==> src/rtl/ram16_access_bridge.sv <==
// Host-side front end for the RAM16 4x32 byte-enable store.
// Translates byte/half/word requests on a valid/ready channel into
// word address + byte-lane mask, returns lane-extracted read data one
// cycle after acceptance, and zero-initialises the RAM after reset or
// on a clr request (RAM16 itself has no reset).
//
// Handshake: a request transfers on any rising CLK where
// req_valid && req_ready. The host keeps the request stable while
// req_valid && !req_ready. Every transfer produces exactly one
// rsp_valid pulse on the following cycle; there is no response
// backpressure.
module ram16_access_bridge #(
    parameter logic [31:0] INIT_VALUE = 32'h0000_0000
) (
    input  logic        CLK,
    input  logic        RST,
    input  logic        clr,
    output logic        init_done,
    input  logic        req_valid,
    output logic        req_ready,
    input  logic        req_we,
    input  logic [1:0]  req_size,
    input  logic [3:0]  req_addr,
    input  logic [31:0] req_wdata,
    output logic        rsp_valid,
    output logic        rsp_err,
    output logic [31:0] rsp_rdata,
    output logic        ram_en,
    output logic [3:0]  ram_we,
    output logic [1:0]  ram_a,
    output logic [31:0] ram_di,
    input  logic [31:0] ram_do
);

    typedef enum logic {
        ST_INIT = 1'b0,
        ST_IDLE = 1'b1
    } state_t;

    state_t      state;
    state_t      state_next;
    logic [1:0]  cnt;
    logic [1:0]  cnt_next;

    logic        misaligned;
    logic [3:0]  lane_mask;
    logic [31:0] size_mask;
    logic [4:0]  lane_shift;
    logic        accept;

    // Request decode: alignment check, byte-lane mask, data mask and shift.
    always_comb begin
        misaligned = 1'b0;
        lane_mask  = 4'h0;
        size_mask  = 32'h0;
        lane_shift = {req_addr[1:0], 3'b000};
        case (req_size)
            2'd0: begin
                lane_mask = 4'b0001 << req_addr[1:0];
                size_mask = 32'h0000_00FF;
            end
            2'd1: begin
                misaligned = req_addr[0];
                lane_mask  = 4'b0011 << {req_addr[1], 1'b0};
                size_mask  = 32'h0000_FFFF;
            end
            2'd2: begin
                misaligned = (req_addr[1:0] != 2'b00);
                lane_mask  = 4'hF;
                size_mask  = 32'hFFFF_FFFF;
            end
            default: begin
                misaligned = 1'b1;
                lane_mask  = 4'h0;
                size_mask  = 32'h0;
            end
        endcase
    end

    assign accept = req_valid && req_ready;

    // Next-state logic and combinational RAM port / ready drive.
    always_comb begin
        state_next = state;
        cnt_next   = cnt;
        req_ready  = 1'b0;
        ram_en     = 1'b0;
        ram_we     = 4'h0;
        ram_a      = 2'd0;
        ram_di     = 32'h0;
        if (!RST) begin
            case (state)
                ST_INIT: begin
                    ram_en   = 1'b1;
                    ram_we   = 4'hF;
                    ram_a    = cnt;
                    ram_di   = INIT_VALUE;
                    cnt_next = cnt + 2'd1;
                    if (cnt == 2'd3) begin
                        state_next = ST_IDLE;
                        cnt_next   = 2'd0;
                    end
                end
                ST_IDLE: begin
                    if (clr) begin
                        // clr wins over a simultaneous request.
                        state_next = ST_INIT;
                        cnt_next   = 2'd0;
                    end else begin
                        req_ready = 1'b1;
                        if (req_valid && !misaligned) begin
                            ram_en = 1'b1;
                            ram_a  = req_addr[3:2];
                            if (req_we) begin
                                ram_we = lane_mask;
                                ram_di = (req_wdata & size_mask) << lane_shift;
                            end
                        end
                    end
                end
                default: begin
                    state_next = ST_INIT;
                    cnt_next   = 2'd0;
                end
            endcase
        end
    end

    // State register, sweep counter and sticky init_done flag.
    always_ff @(posedge CLK) begin
        if (RST) begin
            state     <= ST_INIT;
            cnt       <= 2'd0;
            init_done <= 1'b0;
        end else begin
            state <= state_next;
            cnt   <= cnt_next;
            if (state == ST_INIT && cnt == 2'd3) begin
                init_done <= 1'b1;
            end
        end
    end

    // Response register: pulse after every accept, hold data otherwise.
    always_ff @(posedge CLK) begin
        if (RST) begin
            rsp_valid <= 1'b0;
            rsp_err   <= 1'b0;
            rsp_rdata <= 32'h0;
        end else begin
            rsp_valid <= accept;
            if (accept) begin
                rsp_err <= misaligned;
                if (misaligned || req_we) begin
                    rsp_rdata <= 32'h0;
                end else begin
                    rsp_rdata <= (ram_do >> lane_shift) & size_mask;
                end
            end
        end
    end

endmodule

==> config.mk <==
export PLATFORM = sky130hd
export DESIGN_NAME = ram16_access_bridge
export DESIGN_NICKNAME = d
export VERILOG_FILES = /design/src/rtl/ram16_access_bridge.sv
export SDC_FILE = /design/constraint.sdc
export NUM_CORES = 1
export LEC_CHECK = 0
export BUFFER_PORTS_ARGS = -buffer_cell sky130_fd_sc_hd__buf_2
export CORE_MARGIN = 3
export CORE_UTILIZATION = 44
export DETAILED_ROUTE_END_ITERATION = 10
export PLACE_DENSITY = 0.81
export SLEW_MARGIN = 20
export SYNTH_ARGS = -nofsm -noshare
export SYNTH_HDL_FRONTEND = slang
export SYNTH_SLANG_ARGS = --single-unit
==> constraint.sdc <==
create_clock -name CLK -period 3.1 [get_ports CLK]
set_input_delay 0.62 -clock CLK [delete_from_list [all_inputs] [get_ports CLK]]
set_output_delay 0.62 -clock CLK [all_outputs]
set_load 0.02 [all_outputs]
[After elaboration in Yosys (flattened, before gate mapping)]
Cells that the tools add are included.
Storage, ports and cells
  word-level logic and storage cells: 55
  register bits: 38
  input bits: 75
  output and inout bits: 75
Cells by class
  mux-type cells: 30
  eq/ne operators: 4
  shift operators: 4
  $add $sub $neg: 1
  bitwise logic cells: 3
  reductions and logical operators: 7
Operators by type and width (count)
  32-bit two-way mux: 5
  32-bit case mux with 3 select lines: 1
  32-bit AND: 2
  32-bit case mux with 2 select lines: 1
  32-bit by 5-bit left shift with 32-bit output: 1
  32-bit by 5-bit >> shifter with 32-bit output: 1
  4-bit two-way mux: 4
  4-bit case mux with 3 select lines: 1
  2-bit two-way mux: 5
  2-bit case mux with 2 select lines: 2
  4-bit case mux with 2 select lines: 1
  1-bit two-way mux: 7
  2-bit equality test, second input constant: 2
  1-bit case mux with 2 select lines: 2
  1-bit by 2-bit left shift with 4-bit output, first input constant: 1
  2-bit by 2-bit left shift with 4-bit output, first input constant: 1
  1-bit logical AND: 3
  1-bit case mux with 3 select lines: 1
  2-bit by 1-bit adder with 2-bit output, second input constant: 1
  2-bit by 1-bit equality test with 1-bit output, second input constant: 1
  2-bit logical NOT: 1
  2-bit inequality test, second input constant: 1
  2-bit nonzero test: 1
  1-bit logical NOT: 1
  2 further kinds: 2

[Logic depth before layout (Yosys ltp)]
  depth in word-level cells: 9
  depth in mapped cells: 7
  mapped depth without buffers: 6

[Least setup slack after synthesis]
No wires, ideal clock.
  path type: input to output
  start: in req_size[0]
  end: out ram_di[21]
  data required time: 2480 ps
  slack: 330 ps
  arrival: 2150 ps
  buffers on the path: 1
  cell stages on the path: 7
  cell sequence: inv_1 ha_1 a211oi_1 o21a_1 nand3_1 clkbuf_1 nor2_1
Between the ends
  cells in the longest elaborated chain, start to end: 9
  elaborated cells between the ends (all ways): 14
  classes of those cells: eq/ne (2); shift (1); mux (7); bitwise (1); reduce/logical (3)
RTL lines
  start, declared: line 22  | input logic [1:0] req_size,
  2-bit equality test (tied with other cells): line 57  | case (req_size)
  32-bit case mux with 3 select lines: line 57
  32-bit AND: line 116  | ram_di = (req_wdata & size_mask) << lane_shift;
  32-bit by 5-bit left shift with 32-bit output: line 116
  32-bit two-way mux: line 114  | if (req_we) begin
  32-bit two-way mux (*): line 111  | if (req_valid && !misaligned) begin
  32-bit two-way mux (*): line 105  | if (clr) begin
  32-bit case mux with 2 select lines (*): line 92  | case (state)
  32-bit two-way mux (*): line 91  | if (!RST) begin
  end, declared: line 31  | output logic [31:0] ram_di,
Every way passes the cells marked *; elsewhere a longest branch is shown, timed or not.

[Worst setup path in the final report]
  start: in req_size[0]
  end: out ram_di[1]
The elaborated chain is that of the path after synthesis.

==> flow_summary.yaml <==
run_status:
  status: "finished clean"
worst_hold_path:
  hold_class: "flip-flop to flip-flop"
  whs_endpoint: "rsp_rdata[16]"
  whs_path_depth: 2
  min-delay-start: "rsp_rdata[16]"
layout:
  num-fill-cells: 513
  instances_no_fill: 524
  layout_common_cells: "buf_2, nor2_1, dfxtp_1, mux2i_1, nand2_1"
  drive_gt1_share_pct: 40.5
  final_nets: 531
  area_growth_pct: 38.0
  layout_commonest_cell: "buf_2"
  antenna_cells: 0
global_route:
  antenna_found_initial: 0
  grt_max_degree: 31
  grt.overflow.total: 0
  grt_pass1_vias: 2602
  track_usage_pct: 24.6
  grt_pass1_wl_um: 12900
timing:
  worstMarginPinSlew_ps: 627
  max_freq_ghz: 0.347
  drv_slew: 0
  fin_skew_ps: 3.17
  maxSlewHeadroom_pct: 58.1
  rsz0062_at_grt: "false"
  fin_crit_ps: 2880
  period_share_pct: 92.9
  hold_viol: 0
  setup_viol: 0
setup_path:
  arrival_ps: 2260
  r2r_slack_ps: 1210
  r2r_cells: 4
  required_ps: 2480
  critPathMaxFanout: 8
  crit_type: "input pin to output port"
  setup.worst_path.start_class: "input pin"
  r2r_start: "state"
  r2r_end: "rsp_rdata[31]"
  endpoint_kind: "output port"
detailed_routing:
  wire_per_inst_um: 16.8
  viasPerCell: 5.61
  ant_nets: 0
  drt-met1-wl_um: 3820
  dr.max_layer_used: "met4"
  initialDrtViolationCount: 158
  wl_met2_um: 4170
  detail_route.drc_violations: 0
  drt-pass1-iter-count: 4
  wl_um: 8790
  route.met3.wl_um: 625
  num_vias: 2941
pwr:
  finalPower_w: 0.00128
  vdd_drop_max_mv: 0.346
  p_leak_nw: 1.79
  p_per_area_mw_per_mm2: 363
synthesis:
  yosysUniqueCellTypes: 34
  yosys.area_share.simple_pct: 18.6
  yosys_warnings: 0
  synth_top_family_by_area: "compound AO/OA/AOI/OAI gates"
  synthAdderAreaFrac_pct: 2.44
  synth_edf_count: 0
  synthCells: 306
  synthXorXnorAreaFrac_pct: 0
  ys_async_sr_fraction_pct: 0
  yosys_register_bits: 38
  synth.area.mux_share_pct: 16.0
  ys.flop_type: "dfxtp_1"
  synth_area_mm2: 0.00256
  syn_nets: 386
  avgSynthCellArea_um2: 8.37
  ys_seq_area_share_pct: 29.7
  synth-compound-area-share_pct: 28.0
placed_design:
  dpl.cell_count: 515
  port_buffers: 149
  gp_congestion: 0.875
  post-dp-hpwl_um: 6690
floorplanning:
  io_pins: 150
  die_area_mm2: 0.00677
  die_y_um: 82.3
  rows: 27
  start_util_pct: 45.9
  die_x_um: 82.3
  core_mm2: 0.00557
clock_tree:
  clkLatencyLatePin_ps: 290
  clkTransAtPathRegs_ps: 70
  cts_root_buffer: "clkbuf_8"
  cts_tree: "built"
  cts.sinks: 38
  clock_path_buffers: 2
  cts.htree.levels: 2
  cts_made_buffers: 5
  hold_buffers: 0
run:
  cap_violations: 0
==> cell families after synthesis <==
group | Yosys count
compound gates | 92
fa+ha+maj | 5
buf+inv | 32
flops | 38
mux | 40
simple gates | 99
==> sequential cells by signal, summed over array words and instances, names as in the netlist <==
register / cells
init_done: 1
rsp_valid: 1
state: 1
cnt: 2
rsp_rdata: 32
rsp_err: 1
==> power breakdown <==
part           leakage, nW  switching (W)  internal, W  total [W]
clock network       0.0683       0.000183     0.000322   0.000506
logic                 1.42       0.000156     0.000124   0.000280
registers            0.307     0.00000456     0.000493   0.000498
total                 1.79       0.000344     0.000939    0.00128
==> critical path, stage by stage <==
cell      delay (ps)
buf_2            110
inv_1             70
ha_1             260
a211oi_2         260
o21a_2           250
and4_2           350
and2_1           160
buf_2            170
==> per-layer routing <==
metal | global-route usage (%) | up-vias
met3 | 5.10 | 18
li1 | - | 1433
met4 | 8.97 | 0
met2 | 37.0 | 130
met5 | 0 | -
met1 | 34.4 | 1360
==> cells in the mapped netlist, drive strengths merged, types with 2 or more instances <==
| cell | count | share of area (%) |
|---|---|---|
| o21ai | 8 | 1.6 |
| a22o | 7 | 2.4 |
| and4 | 2 | 0.68 |
| mux2i | 32 | 13 |
| nor3 | 3 | 0.59 |
| ha | 5 | 2.4 |
| nand2 | 21 | 3.1 |
| nor2 | 42 | 6.2 |
| buf | 12 | 2.3 |
| a32o | 3 | 1.2 |
| nand4 | 3 | 0.73 |
| a21oi | 12 | 2.3 |
| o2bb2ai | 15 | 5.1 |
| mux2 | 8 | 3.5 |
| o31ai | 4 | 1.2 |
| dfxtp | 38 | 30 |
| a32oi | 16 | 5.5 |
| a2bb2o | 7 | 2.7 |
| clkbuf | 12 | 1.8 |
| nor2b | 13 | 3.2 |
| nand3 | 3 | 0.59 |
| a22oi | 16 | 4.7 |
| and2 | 8 | 2.0 |
| inv | 8 | 1.2 |
==> repair_timing <==
item,4_1_cts,5_1_grt
pin swaps,1,0
setup buffers,1,0
resized for setup,0,3
endpoints found under the setup margin,8,15
cloned,0,0
==> through the flow <==
| stage | setup slack [ps] | instance area [µm²] | util (%) | setup TNS [ps] | hold slack (ps) |
|---|---|---|---|---|---|
| 2_1_floorplan | 330 | 2560 | - | 0 | 506 |
| 3_3_place_gp | 114 | 3380 | 60.7 | 0 | 429 |
| 3_5_place_dp | -67.6 | 3380 | 60.7 | -428 | 437 |
| 4_1_cts | 74.2 | 3530 | 63.3 | 0 | 455 |
| 5_1_grt | 77.2 | 3530 | 63.4 | 0 | 487 |
| 6_report | 221 | 3530 | 63.4 | 0 | 456 |
==> worst max path at each step <==
stage,startpoint,end,slack (ps),cells after the start
global placement,req_size[0],ram_di[10],110,8
CTS,req_size[0],ram_di[1],70,8
floorplan,req_size[0],ram_di[21],330,7
finish,req_size[0],ram_di[1],220,8
detailed placement,req_size[0],ram_di[9],-70,8
global route,req_size[0],ram_we[1],80,8
==> cell type report <==
class / instances / area (µm²) / area share [%]
multi-input combinational: 236 / 1670 / 47.3
clock inverter: 3 / 68.8 / 1.95
timing repair buffer: 162 / 843 / 23.9
sequential: 38 / 761 / 21.5
tap: 72 / 90.1 / 2.55
clock buffer: 5 / 68.8 / 1.95
inverter: 8 / 30.0 / 0.850
(Power assumes the default switching activity.)
